===== config.mk =====
export PLATFORM = sky130hd
export DESIGN_NAME = fetch_queue
export DESIGN_NICKNAME = d
export VERILOG_FILES = /design/src/rtl/fetch_queue_pkg.sv /design/src/rtl/fetch_queue.sv
export SDC_FILE = /design/constraint.sdc
export NUM_CORES = 1
export LEC_CHECK = 0
export ABC_AREA = 1
export BUFFER_PORTS_ARGS = -buffer_cell sky130_fd_sc_hd__buf_2
export CAP_MARGIN = 20
export CORE_MARGIN = 1
export CORE_UTILIZATION = 46
export DETAILED_ROUTE_END_ITERATION = 12
export HOLD_SLACK_MARGIN = 0.03
export PLACE_DENSITY = 0.71
export SYNTH_ARGS = -nofsm -noshare
export SYNTH_HDL_FRONTEND = slang
export SYNTH_SLANG_ARGS = --single-unit

===== constraint.sdc =====
create_clock -name clk -period 33.2 [get_ports clk]
set_clock_uncertainty 0.05 [all_clocks]
set_input_delay 3.32 -clock clk [delete_from_list [all_inputs] [get_ports clk]]
set_output_delay 3.32 -clock clk [all_outputs]
set_load 0.01 [all_outputs]

===== src/rtl/fetch_queue_pkg.sv =====
// Shared fetch-bundle definitions used by fetch, the fetch queue and decode.
package fetch_queue_pkg;

    localparam int FETCH_WIDTH = 2;

    localparam int INST_ADDR_WIDTH = 32;

    localparam int FETCH_Q_DEPTH = 4;

    typedef struct packed {
        logic [FETCH_WIDTH-1:0][31:0]  inst;
        logic [INST_ADDR_WIDTH-1:0]    pc;
        logic [INST_ADDR_WIDTH-1:0]    pc_plus_4;
    } fq_bundle_t;

endpackage


===== src/rtl/fetch_queue.sv =====
// Circular buffer of fetch bundles between fetch and decode, with a full-driven
// fetch stall, flush support and a sticky overflow flag.
module fetch_queue
    import fetch_queue_pkg::*;
#(
    parameter int DEPTH = FETCH_Q_DEPTH
) (
    input  logic                              clk,
    input  logic                              reset,
    input  logic                              in_valid,
    input  logic [FETCH_WIDTH-1:0][31:0]      in_inst,
    input  logic [INST_ADDR_WIDTH-1:0]        in_pc,
    input  logic [INST_ADDR_WIDTH-1:0]        in_pc_plus_4,
    input  logic                              flush,
    output logic                              fetch_stall,
    output logic                              out_valid,
    input  logic                              out_ready,
    output logic [FETCH_WIDTH-1:0][31:0]      out_inst,
    output logic [INST_ADDR_WIDTH-1:0]        out_pc,
    output logic [INST_ADDR_WIDTH-1:0]        out_pc_plus_4,
    output logic [$clog2(DEPTH+1)-1:0]        count,
    output logic                              overflow_err
);

    localparam int PTR_W = $clog2(DEPTH);
    localparam int CNT_W = $clog2(DEPTH + 1);
    localparam logic [CNT_W-1:0] FULL_COUNT = CNT_W'(DEPTH);

    fq_bundle_t        mem [DEPTH];
    fq_bundle_t        bundle_in;
    fq_bundle_t        head;
    logic [PTR_W-1:0]  wr_ptr;
    logic [PTR_W-1:0]  rd_ptr;
    logic              full;
    logic              push;
    logic              pop;

    assign bundle_in = '{inst: in_inst, pc: in_pc, pc_plus_4: in_pc_plus_4};

    // Status depends only on registered count, so fetch_stall has no path from in_valid.
    assign full        = (count == FULL_COUNT);
    assign out_valid   = (count != '0);
    assign fetch_stall = full;

    assign push = in_valid  && !full && !flush;
    assign pop  = out_valid && out_ready && !flush;

    assign head          = mem[rd_ptr];
    assign out_inst      = head.inst;
    assign out_pc        = head.pc;
    assign out_pc_plus_4 = head.pc_plus_4;

    // NOTE: state registers use non-blocking assignments so every read in this
    // block sees the pre-edge value, regardless of statement order.
    always_ff @(posedge clk) begin
        if (reset) begin
            wr_ptr       <= '0;
            rd_ptr       <= '0;
            count        <= '0;
            overflow_err <= 1'b0;
            // NOTE: storage is cleared on reset because the head entry is visible
            // on out_* even while empty; this makes it a flop array, not a RAM.
            for (int i = 0; i < DEPTH; i++) begin
                mem[i] <= '0;
            end
        end else if (flush) begin
            wr_ptr <= '0;
            rd_ptr <= '0;
            count  <= '0;
        end else begin
            if (push) begin
                mem[wr_ptr] <= bundle_in;
                wr_ptr      <= wr_ptr + PTR_W'(1);
            end
            if (pop) begin
                rd_ptr <= rd_ptr + PTR_W'(1);
            end
            case ({push, pop})
                2'b10:   count <= count + CNT_W'(1);
                2'b01:   count <= count - CNT_W'(1);
                default: count <= count;
            endcase
            if (in_valid && full) begin
                overflow_err <= 1'b1;
            end
        end
    end

endmodule


# Word level (Yosys, flattened, before mapping)
# Memory sizes are Yosys's and may differ from the RTL's. A register that Yosys moved wholly into a read port is not among the register bits.
# Index checks and enable logic that the tools add are counted.
# totals
ff_bits,8
mem_bits_rw,512
input_bits,133
word_cells,37
n_memories,1
# memory_table
memory,words,width,read_ports,rd_ports_with_merged_regs,write_ports,line,text
mem,4,128,1,1,4,fetch_queue.sv:29,fq_bundle_t mem [DEPTH];
# op_classes
add_sub_neg,4
n_eq_ne,3
mux,12
bitwise,1
n_reduce_logical,12
# op_table
cell,n
$mux 128,1
$reduce_or 128->1,1
$mux 1,7
$mux 2,3
$pmux 3 s2,1
$logic_and 1x1->1,5
$add 2x1->2 const B,2
$add 3x1->3 const B,1
$eq 3x3->1 const B,1
$reduce_bool 3->1,1
$sub 3x1->3 const B,1
$eq 2x1->1 const B,1
$eq 2x2->1 const B,1
$logic_not 1->1,2
$reduce_and 2->1,1
$reduce_bool 2->1,1
$reduce_or 2->1,1
$not 1->1,1

# Depth between registers and ports, before layout
# Gate-level depths: netlist of the first run.
# logic_depth
word_depth,10
ltp_mapped,13
mapped_depth_nobuf,13

# Worst setup path before layout of the first run
# No wires, ideal clock.
# synth_timing
kind,in2reg
start,input in_valid
end,"memory mem[1][0] in the netlist's numbering, enable pin"
arrival_ps,12545
t_required_ps,32358
setup_slack_ps,19813
cell_stages,4
n_path_buf,0
cell_sequence,inv_1 > nor2_4 > nand2_2 > o21ai_0
# synth_lines
item,line,text
"start, declared",fetch_queue.sv:10,"input logic in_valid,"
"end, declared",fetch_queue.sv:29,

==> impl_summary.md, run 1 <==
Critical path
The data required time of the worst path is 29.83 ns. Counting both buffers and inverters, the worst setup path holds a total of 3. The type of the setup path with the least slack is reg2out. The signal on the critical path passes through inv_4, buf_4, o21ai_0, o22ai_1, buf_2. The critical path data arrival time is 3.53 ns.

On the critical path the largest part of the delay comes from buffers and inverters. The startpoint of the lowest-slack register-to-register path is count[1]. The largest individual stage delay along the critical path comes from the cell inv_4. For the worst flop-to-flop path, the logic depth is 9. For this run, the slowest stage of the critical path takes 0.78 ns. STA classifies the critical path startpoint as a register. The endpoint identified for the worst register-to-register timing path is mem[1][67]. Along the worst path, the maximum fanout reaches 83. The number of cells on the critical path is 5. STA classifies the critical path endpoint as an output port. Setup slack on the worst reg-to-reg path comes out at 29.04 ns.

The most critical setup path has its endpoint at out_inst[32].

Logic synthesis
The synthesized area per cell is 11.3 um^2. The post-synthesis sequential element count is 522. The synthesized netlist devotes 0% of its cell area to XOR and XNOR gates. Yosys attributes the largest share of cell area to edfxtp_1, nor2_1, o21ai_0, o22ai_1, nand2_4.

Summing the areas of all compound-gate instances in the mapped netlist gives 9.41% of the synthesized area. For this run, the register share of the synthesized area comes to 68.8%. The fraction of the mapped netlist area in simple logic gates is 15.9%. The synthesized-area fraction occupied by adder cells is 0.144%. The commonest register cell after synthesis is edfxtp_1. Summed over all instances, the cell type with the most area after synthesis is edfxtp_1. The synthesized netlist occupies a cell area of 22600 um^2. In the synthesized netlist, mux cells make up 0% of the area.

nor2_1 is the most common cell in the netlist. Summed over its instances, the top area cell type makes up 67.9% of the synthesized netlist area. The synthesized design contains 512 enable-type register cells. Counting every net in the synthesized netlist gives 2146.

Counting flops with an async set or reset pin after synthesis yields a share of 0%. After synthesis, the largest family of logic cells by area is simple AND/OR/NAND/NOR gates. The count of unique library cells instantiated by Yosys is 23.

The number of warnings printed during yosys synthesis is 0. The synthesized instance count is 2011. Ranked by instance count, the synthesized netlist is headed by nor2_1, edfxtp_1, o21ai_0, inv_1, o22ai_1.

Placement
The estimated wirelength of the detail-placed design is 30100 um. The congestion estimate from routability-driven global placement came to 0.811. The count of buffers added on input and output ports is 266.

Clock tree
CTS placed an instance of clkbuf_16 at the clock tree root. Counting the buffers created by CTS gives 54. The post-cts gate resize count is 0. The source-to-sink clock delay at the later pin of the worst-skew pair is 0.59 ns. The count of buffers added by post-CTS timing repair for setup is 0. The longest clock path from root to sink contains 3 buffers.

TritonCTS built the clock tree. After clock tree synthesis, the flow added hold-fix buffers numbering 0. The total number of clock tree sinks is 522. The clock input transition at the sequential cells of the worst setup and hold paths is 0.06 ns.

The CTS H-tree depth is 2.

Timing
The max-slew violation total from the final report is 0. At the pin with the least slew margin, the transition time is 1.12 ns. The part of the cycle the worst path needs is 20.8%. The tightest slew margin relative to the limit is 25.1%. Setup repair after global routing left no endpoint under its margin. In the final timing run, aggregate negative setup slack is 0 ns.

The count of endpoints failing setup in the final report is 0. The final number of hold-violating endpoints came to 0. The fmax is 145 MHz. The minimum period implied by the final worst setup slack is 6.90 ns.

GRT
The largest net degree at the start of global routing is 156. The initial antenna violation count was 8. The global-route wire length before repair is 86900 um. The leftover overflow at the end of global routing is 0. The number of global-route vias before repair is 15500. Global routing used 22.7% of the available tracks across all layers.

Floorplan
The initial utilization of the core area, before any placement, comes to 47.0%. The area enclosed by the die boundary is 50100 um^2. The total area inside the core boundary comes to 48100 um^2. In this run the horizontal extent of the chip is 224 um. The die is 224 um tall. In this run the count of I/O pins placed on the die edge is 267. The floorplan has 80 rows.

Detailed routing
The count of antenna-violating nets left after detailed routing is 0. The routed via count divided by cell count is 5.36. The total iterations of the first detailed-routing run is 5. The routed layout has 15600 vias. The final layout contains routed wiring with a total length of 57400 um. In the final routed layout, each cell accounts on average for 19.7 um.

For this block, the initial DRC count from the detailed router was 1159. After detailed routing, the number of remaining DRC violations is 0.

Finish
The number of nets at the end of the flow is 2349. The filler cell count in the final layout is 4127. Compared with the post-synthesis result, the final layout area differs by 15.2%.

At the end of the flow the core is filled with cells to 54.2%. In the final layout, the multi-input gates occupy 5820 um^2. The storage element area is 15600 um^2. In the final layout, the share of cells above drive strength 1 is 20.2%.

Power
The combinational group share of total power is 6.4%. In this run the power spent charging and discharging nets is 322 uW. The part of the power in the clock network is 41.8%.

The portion of total power attributed to sequential cells is 51.9%. The total power divided by cell area is 56.2 nW/um^2. The proportion of total power due to net switching is 21.9%. The cell-internal power is 1.15 mW. VDD sags by at most 0.0383 mV. The cell leakage power is 11.3 nW.

Run status
The run finished with clean final reports.

Min path
The worst min-delay path class is reg2reg.

Flow run
The max capacitance violation total is 0.
[flip-flops by register name (all words and copies together), names as in the netlist, named ones only]
| register | cells |
|---|---|
| count | 3 |
| wr_ptr | 2 |
| rd_ptr | 2 |
| overflow_err | 1 |
| mem | 512 |
[worst register-to-register path, delay by kind of cell (launching register included)]
kind | cells | cell delay, ns
buffers and inverters | 3 | 2.64
flip-flops | 1 | 0.40
AND/OR/NAND/NOR | 6 | 0.93
[layout by cell type (no fill, tap or decap), types with 3 or more instances in the layout]
cell and instances:
clkbuf_1 15, a21oi_1 5, buf_4 19, clkbuf_16 55, inv_4 3, dfxtp_1 8
nand2_2 11, nand2_1 62, nor2_1 654, inv_1 142, edfxtp_1 512, o21ai_0 257
buf_2 266, nand2_4 73, o22ai_1 128, clkinv_2 9, bufinv_16 8, nand3_1 3
clkinv_1 11, diode_2 3
[cells by family after synthesis]
family,count (synthesis)
simple gates,807
buf+inv,286
flops,522
compound gates,394
fa+ha+maj,2
[how the worst min path moves through the flow]
stage,depth (start not counted),end,from,slack [ns]
floorplan,2,register,rd_ptr[0],0.41
global placement,2,overflow_err,overflow_err,0.40
detailed placement,2,overflow_err,overflow_err,0.41
CTS,2,overflow_err,overflow_err,0.43
global route,2,overflow_err,overflow_err,0.46
finish,2,overflow_err,overflow_err,0.43
[per-stage QoR]
step / hold WS (ns) / power [mW] / setup slack [ns] / area (um^2) / cells
after CTS: 0.428 / 1.48 / 25.94 / 26000 / 2912
after floorplan: 0.414 / 0.831 / 19.81 / 22600 / 2011
after global placement: 0.405 / 0.867 / 26.08 / 24300 / 2812
after detailed placement: 0.414 / 0.869 / 25.99 / 24300 / 2812
after global routing: 0.464 / 1.51 / 26.11 / 26100 / 2915
final: 0.426 / 1.47 / 26.30 / 26100 / 2917
[cell type report]
class / count / area share, %
Sequential cell: 522 / 59.7
Multi-Input combinational cell: 1203 / 22.3
Timing Repair Buffer: 287 / 5.86
Clock buffer: 70 / 5.49
Tap cell: 656 / 3.15
Inverter: 146 / 2.15
Clock inverter: 30 / 1.31
Antenna cell: 3 / 0.0288
[power groups by stage]
stage | clock network [mW] | registers (mW) | logic, mW
2_1_floorplan | 0 | 0.780 | 0.0508
3_3_place_gp | 0 | 0.774 | 0.0931
3_5_place_dp | 0 | 0.775 | 0.0941
4_1_cts | 0.621 | 0.761 | 0.0944
5_1_grt | 0.642 | 0.764 | 0.101
6_report | 0.613 | 0.761 | 0.0934
[layer usage]
layer	wire (um)	track usage, %	up-vias
met5	68	0	-
met1	23000	28.4	7696
met4	1660	8.48	10
met3	4190	4.91	111
li1	-	-	7283
met2	28500	38.5	528
Power figures use the tool's default switching activity.
==> run 2, diff against run 1 <==
- ABC_AREA: 1 -> 0
- PLACE_DENSITY: 0.71 -> 0.74
- clock period: 33.2 -> 5.95 ns (I/O delays scaled with it)
==> run 2 against run 1 <==
Compared with the run above:
- critical endpoint is now mem[1][127]
- combinational power grew to 5.3 times the previous value
- flip-flop and latch count stayed put
- core utilization increased by 0.32 points
- sequential share of layout area down 0.35 points
- sequential power grew to 5.6 times the previous value
- worst hold slack got worse by 0.15 ns
- setup slack worse by 24 ns
- via count fell by 19%
==> impl_summary.md, run 2 <==
Run status
The run finished with clean final reports.

Clock tree
The number of gates resized after CTS was 0. After clock tree synthesis, the clock-pin slew on the worst setup and hold paths is 0.06 ns. The buffer levels on the longest clock path is 3. The H-tree generated during clock tree synthesis spans 2 levels. The TritonCTS clock tree is built.

For this design, the sink count on the clock tree is 522. The source-to-sink clock delay at the later pin of the worst-skew pair is 0.57 ns. The count of buffers added by post-CTS timing repair for setup is 0. The total CTS buffers is 52. The root buffer selected by CTS is clkbuf_16.

The number of hold buffers added after CTS was 0.

Timing
The tightest slew margin relative to the limit is 13.7%. The part of the cycle the worst path needs is 56.2%. Setup repair after global routing left no endpoint under its margin.

The max-slew violation total from the final report is 0. The final number of hold-violating endpoints is 0. Timing would allow up to 299 MHz.

After layout, the minimum clock period comes to 3.35 ns. The count of endpoints failing setup in the final report is 0. Adding up every negative setup slack in the final design gives 0 ns.

The slew at the pin with the worst max-slew slack is 1.29 ns.

Finish
The number of nets at the end of the flow is 1680. The storage element area is 15600 um^2. The flip-flop count of the largest register after layout is 512. In the layout the commonest cells are edfxtp_1, and3_1, buf_2, mux4_2, and2_2.

The multi-input gate area in the final layout is 6520 um^2. The relative area change from synthesis to final layout is 15.9%. The count of cells in the finished layout, fillers not included, comes to 2245. Fill cells in the final layout number 3804. The largest registers in the layout are mem x512, count x3. The post-layout instance area is 26200 um^2. The most common cell after layout, fill and taps aside is edfxtp_1. More flip-flops sit in one register than any other, and that register is mem. The post-route netlist has 36.6% of its cells at a drive strength greater than 1.

Logic synthesis
The cell type with the highest aggregate area in the netlist is edfxtp_1. The count of unique library cells instantiated by Yosys is 34. The number of nets handed over by synthesis was 1471. The synthesized area per cell is 17.0 um^2. For this run, the number of Yosys warnings is 0. The sequential share of the synthesized area is 68.8%. The post-synthesis sequential element count is 522.

The commonest register cell after synthesis is edfxtp_1. By count the netlist is led by edfxtp_1, and3_1, mux4_2, and2_2, clkbuf_1. Summing every instance area after synthesis gives 22700 um^2. The synthesized design devotes to its leading area cell type 67.9% of total area.

In this run, synthesis inferred 512 flip-flops with an integrated enable. In the post-synthesis netlist, the cell with the most instances is edfxtp_1. In the post-synthesis netlist, the biggest area contributors are edfxtp_1, mux4_2, and3_1, and2_2, and2_1. The synthesized instance count is 1336. The post-synthesis async set-or-reset flop share is 0%.

Min path
The worst hold path passes through 2 cells. The startpoint identified for the worst hold timing path is in_pc_plus_4[20]. The path with the worst hold slack has its endpoint at mem[3][20]. The min-delay analysis places its worst path in the category in2reg.

Floorplan
The cell row count is 80. During I/O placement, the number of pins put on the boundary was 267. From left edge to right edge, the die measures 224 um. The floorplan die height is 224 um.

The die covers 50100 um^2. The initial utilization of the core area, before any placement, comes to 47.0%. The floorplan step defined a core boundary enclosing 48100 um^2.

Critical path
Setup slack on the worst reg-to-reg path comes out at 2.60 ns. The capture point of the worst reg-to-reg path is mem[1][127]. At the worst endpoint, the arrival time is 3.50 ns. The startpoint of the lowest-slack register-to-register path is wr_ptr[0].

The data required time of the worst path is 6.11 ns. The critical path starts at wr_ptr[0]. The setup path with the least slack is of type reg2reg.

In this run the worst path has a maximum fanout of 77. The endpoint kind of the worst setup timing path is a register. The worst setup path is launched from a register. The cell depth of the worst flop-to-flop path is 4.

Placement
After legalization and detailed placement, the total HPWL measured 26100 um. The global placement routability congestion is 0.734. After detailed placement, the total cell area comes to 24500 um^2.

The number of placed instances, taps included, is 2144. Buffers placed on the I/O ports in this run total 266.

Detailed routing
The first routing iteration left 961 violations. After detailed routing, the number of remaining DRC violations is 0. Once detail routing completed, the nets flagged for antenna violations numbered 0.

The routed via count divided by cell count is 5.60. The total via count after detailed routing is 12600. The total wire length is 49600 um. After detailed routing, the average wire length per cell comes to 22.1 um. The first TritonRoute pass finished after 4 iterations.

Power
In this run the power density over the cells is 306 nW/um^2. The worst-case vdd ir drop is 0.273 mV. For this design the static power due to leakage is 11.0 nW.

GRT
The initial antenna violation count is 15. The total overflow left after global routing is 0. The first global-routing pass estimated 75200 um of wire. The largest net degree at the start of global routing is 325. The number of global-route vias before repair is 13200. The total global routing track utilization is 19.9%.

Flow run
The max capacitance violation total is 0.
-- run 2: layout make-up --
| class | count | share of cell area (%) |
|---|---|---|
| clock inverters | 31 | 1.31 |
| diodes | 5 | 0.0477 |
| well taps | 656 | 3.13 |
| flip-flops and latches | 522 | 59.4 |
| inverters | 6 | 0.0858 |
| repair buffers | 282 | 6.04 |
| clock buffers | 62 | 5.18 |
| multi-input cells | 681 | 24.8 |
-- run 2: stage by stage --
step | total power, mW | hold WS, ns | util, % | setup slack [ns]
floorplan | 4.60 | 0.433 | - | 1.56
global placement | 4.81 | 0.416 | 50.8 | 2.59
detailed placement | 4.83 | 0.427 | 50.8 | 2.53
CTS | 8.13 | 0.232 | 54.3 | 2.50
global route | 8.30 | 0.251 | 54.5 | 2.41
finish | 8.04 | 0.280 | 54.5 | 2.60
-- run 2: critical path, cell delays in order (launching register included) --
cell      delay [ns]
dfxtp_1         0.52
nor2b_4         0.84
nand3_1         0.27
nand2b_4        0.72
buf_12          0.52
-- run 2: logic make-up (layout without fill, tap and decap cells) --
| family | Yosys count | count (layout) | synth area share [%] |
|---|---|---|---|
| other | 0 | 5 | 0 |
| buffers and inverters | 133 | 381 | 2.69 |
| muxes | 128 | 128 | 12.7 |
| and+or+nand+nor | 534 | 534 | 15.2 |
| adders and majority gates | 2 | 2 | 0.144 |
| AOI/OAI and AO/OA | 13 | 13 | 0.365 |
| xor gates and xnor gates | 4 | 4 | 0.155 |
| DFF | 522 | 522 | 68.8 |
-- run 2: worst max path at each step --
stage	endpoint
2_1_floorplan	mem[1][0]
3_3_place_gp	mem[1][1]
3_5_place_dp	mem[1][121]
4_1_cts	out_inst[35]
5_1_grt	out_inst[35]
6_report	mem[1][127]
-- run 2: where the power goes --
group,switching (mW),total (mW),internal (mW)
sequential,0.0415,4.25,4.21
clock,1.33,3.30,1.96
combinational,0.297,0.497,0.200
-- run 2: per-layer routing --
| metal | share of wire, % | routed length, um | track usage, % |
|---|---|---|---|
| met1 | 40 | 20000 | 24.7 |
| met2 | 50 | 24900 | 33.8 |
| met3 | 7.2 | 3570 | 5.63 |
| met4 | 2.1 | 1050 | 5.68 |
| met5 | 0.24 | 118 | 0 |
==> run 3, diff against run 2 <==
- clock period: 5.95 -> 2.9 ns (I/O delays scaled with it)
==> run 3 against run 2 <==
Compared with the run above:
- sequential share of layout area shrank 3.3 points
- global-route usage increased by 0.95 points
- sequential power grew 110%
- core utilization grew 3.2 points
- cell count increased by 6.4%
- wire length increased by 4.5%
- worst hold slack worse by 0.22 ns
- via count increased by 6.0%
- first-iteration DRC count is 17% higher
- register-to-register slack got worse by 2.2 ns
- critical path type is now reg2out
- highest routed layer unchanged
==> impl_summary.md, run 3 (synthesized netlist as in run 2, its figures left out) <==
Critical path
STA classifies the critical path endpoint as an output port. In this run the critical register-to-register path is launched from count[2]. The largest stage delay on the critical path is 0.60 ns.

The critical path goes through buf_12, mux4_2, buf_2. The library cell contributing the largest single delay on the critical path is mux4_2. The number of buffer and inverter instances along the worst setup path is 2. STA classifies the critical path startpoint as a register. The family of cells with the greatest summed delay on the critical path is multiplexers.

The largest driver fanout on the critical path is 35. STA puts the critical path data arrival time at 2.33 ns. The setup path with the least slack is of type reg2out. STA puts the critical path data required time at 2.56 ns.

Clock tree
The CTS H-tree depth is 2. The TritonCTS clock tree is built. For the worst-skew pair, the clock arrives at the later sink with an insertion delay of 0.58 ns. Counting every sink on the clock net gives 522. The total CTS buffers is 54.

Clock-pin slew was measured on the worst setup and hold paths at 0.06 ns. Once the clock tree was built, the resizer swapped 0 gates to a different size. The clock passes through at most 3 buffers.

Buffers added to address setup during post-CTS repair amount to 0. The tree is rooted in a clkbuf_16.

Finish
Relative to the synthesized area, the layout overhead comes to 22.7%. Cells fill 57.7% of the core in the end. The filler cell count in the final layout is 3609. Cells with a size suffix above 1 make up 34.2% of the layout. In the final design database the tool counted 1823 nets. More flip-flops sit in one register than any other, and that register is mem.

Leaving out fill and tap cells, the most frequent cells in the layout are edfxtp_1, and3_1, buf_2, dlygate4sd3_1, mux4_2. The largest registers in the layout are mem x512, count x3. Leaving out fill and tap cells, the most frequent cell in the layout is edfxtp_1. The register with the most flip-flops in the layout has 512 of them.

Detailed routing
After detailed routing, the number of vias per cell comes to 5.58. The routed layout has 13300 vias. The total iterations of the first detailed-routing run is 5. In the final routed layout, each cell accounts on average for 21.7 um. The number of DRC markers after the initial detailed-route iteration is 1129. Once detail routing completed, the nets flagged for antenna violations numbered 0. For this run, design rule violations remaining after detail routing come to 0. Summed over all layers, the routed wires come to 51900 um.

Floorplan
The die outline width is 224 um. The standard cell core area is 48100 um^2. From bottom edge to top edge, the die measures 224 um.

The floorplan has 80 rows. The number of ports placed on the die boundary is 267. The die covers 50100 um^2. The initial core utilization is 47.0%.

Timing
The max-slew violation total from the final report came to 0. The final number of hold-violating endpoints came to 0. The final critical-path setup slack is 0.229 ns. For the pin with the worst max-slew slack, the measured transition is 0.755 ns. The minimum period implied by the final worst setup slack is 2.67 ns. The fmax is 374 MHz. The tightest slew margin relative to the limit is 49.7%. The part of the cycle the worst path needs is 92.1%. Setup repair after global routing left no endpoint under its margin. Setup violations remaining at the end of the flow were counted as 0.

GRT
The leftover overflow at the end of global routing is 0. The largest net degree at the start of global routing is 177. The total global routing track utilization is 20.8%. The number of global-route vias before repair is 13900. The initial antenna violation count is 5. The global-route wire length before repair is 79100 um.

Placement
Once detailed placement completed, the half-perimeter wirelength came to 27600 um. Before CTS, the worst setup slack after placement is 0.408 ns. At the end of routability-driven placement, the weighted congestion stood at 0.756.

The port buffer count is 266.

Power
The worst-case vdd ir drop is 0.462 mV. The total power divided by cell area is 601 nW/um^2. In this run the static leakage power is 11.7 nW.

Flow run
The max capacitance violation total is 0.

Min path
In this run the most critical hold path is launched from out_ready. The path class of the tightest hold or removal check is in2reg.

Run status
The flow ran to the end, and the final reports show no timing, DRC or antenna violations.
## run 3: worst paths after layout
check	end	slack [ns]	cells after the start
worst min register to register	overflow_err	0.43	2
worst min-delay path	rd_ptr[0]	0.06	4
worst max register to register	count[2]	0.36	10
worst max-delay path	out_pc_plus_4[23]	0.23	3
## run 3: worst min-delay path, stage by stage
cell	delay (ns)
buf_2	0.11
o31ai_1	0.10
xor2_1	0.09
nor2_1	0.07
## run 3: area by class of cell
class / count / area [um^2] / area share, %
clock inverter: 29 / 299 / 1.08
antenna: 3 / 7.51 / 0.0270
tap: 656 / 821 / 2.95
timing repair buffer: 423 / 3120 / 11.2
multi-input combinational: 681 / 6520 / 23.5
inverter: 6 / 22.5 / 0.0810
sequential: 522 / 15600 / 56.1
clock buffer: 68 / 1430 / 5.13
## run 3: report_power, final
group          switching, mW  internal, mW  leakage, nW
Combinational          0.661         0.551         5.43
Clock                   2.79          4.00        0.836
Sequential            0.0870          8.63         5.41
Total                   3.54          13.2         11.7
## run 3: routing by layer
metal  share of wire, %  global-route usage, %
met5              0.044                      0
met4                2.3                   6.65
met3                6.9                   4.20
met2                 50                   35.1
met1                 41                   27.1
## run 3: what timing repair did
action                                  CTS  global route
hold buffers                            130             0
endpoints found under the setup margin    0             0
endpoints found under the hold margin   514             0
## run 3: per-stage QoR
| stage | instances | instance area (um^2) | hold slack (ns) | total power, mW | setup TNS (ns) |
|---|---|---|---|---|---|
| after floorplan | 1336 | 22700 | 0.312 | 9.42 | -29.03 |
| after global placement | 2158 | 24800 | 0.414 | 9.90 | 0 |
| after CTS | 2385 | 27800 | 0.0337 | 16.9 | 0 |
| after detailed placement | 2158 | 24800 | 0.423 | 9.95 | 0 |
| after global routing | 2388 | 27800 | 0.0950 | 17.2 | 0 |
| final | 2388 | 27800 | 0.0604 | 16.7 | 0 |
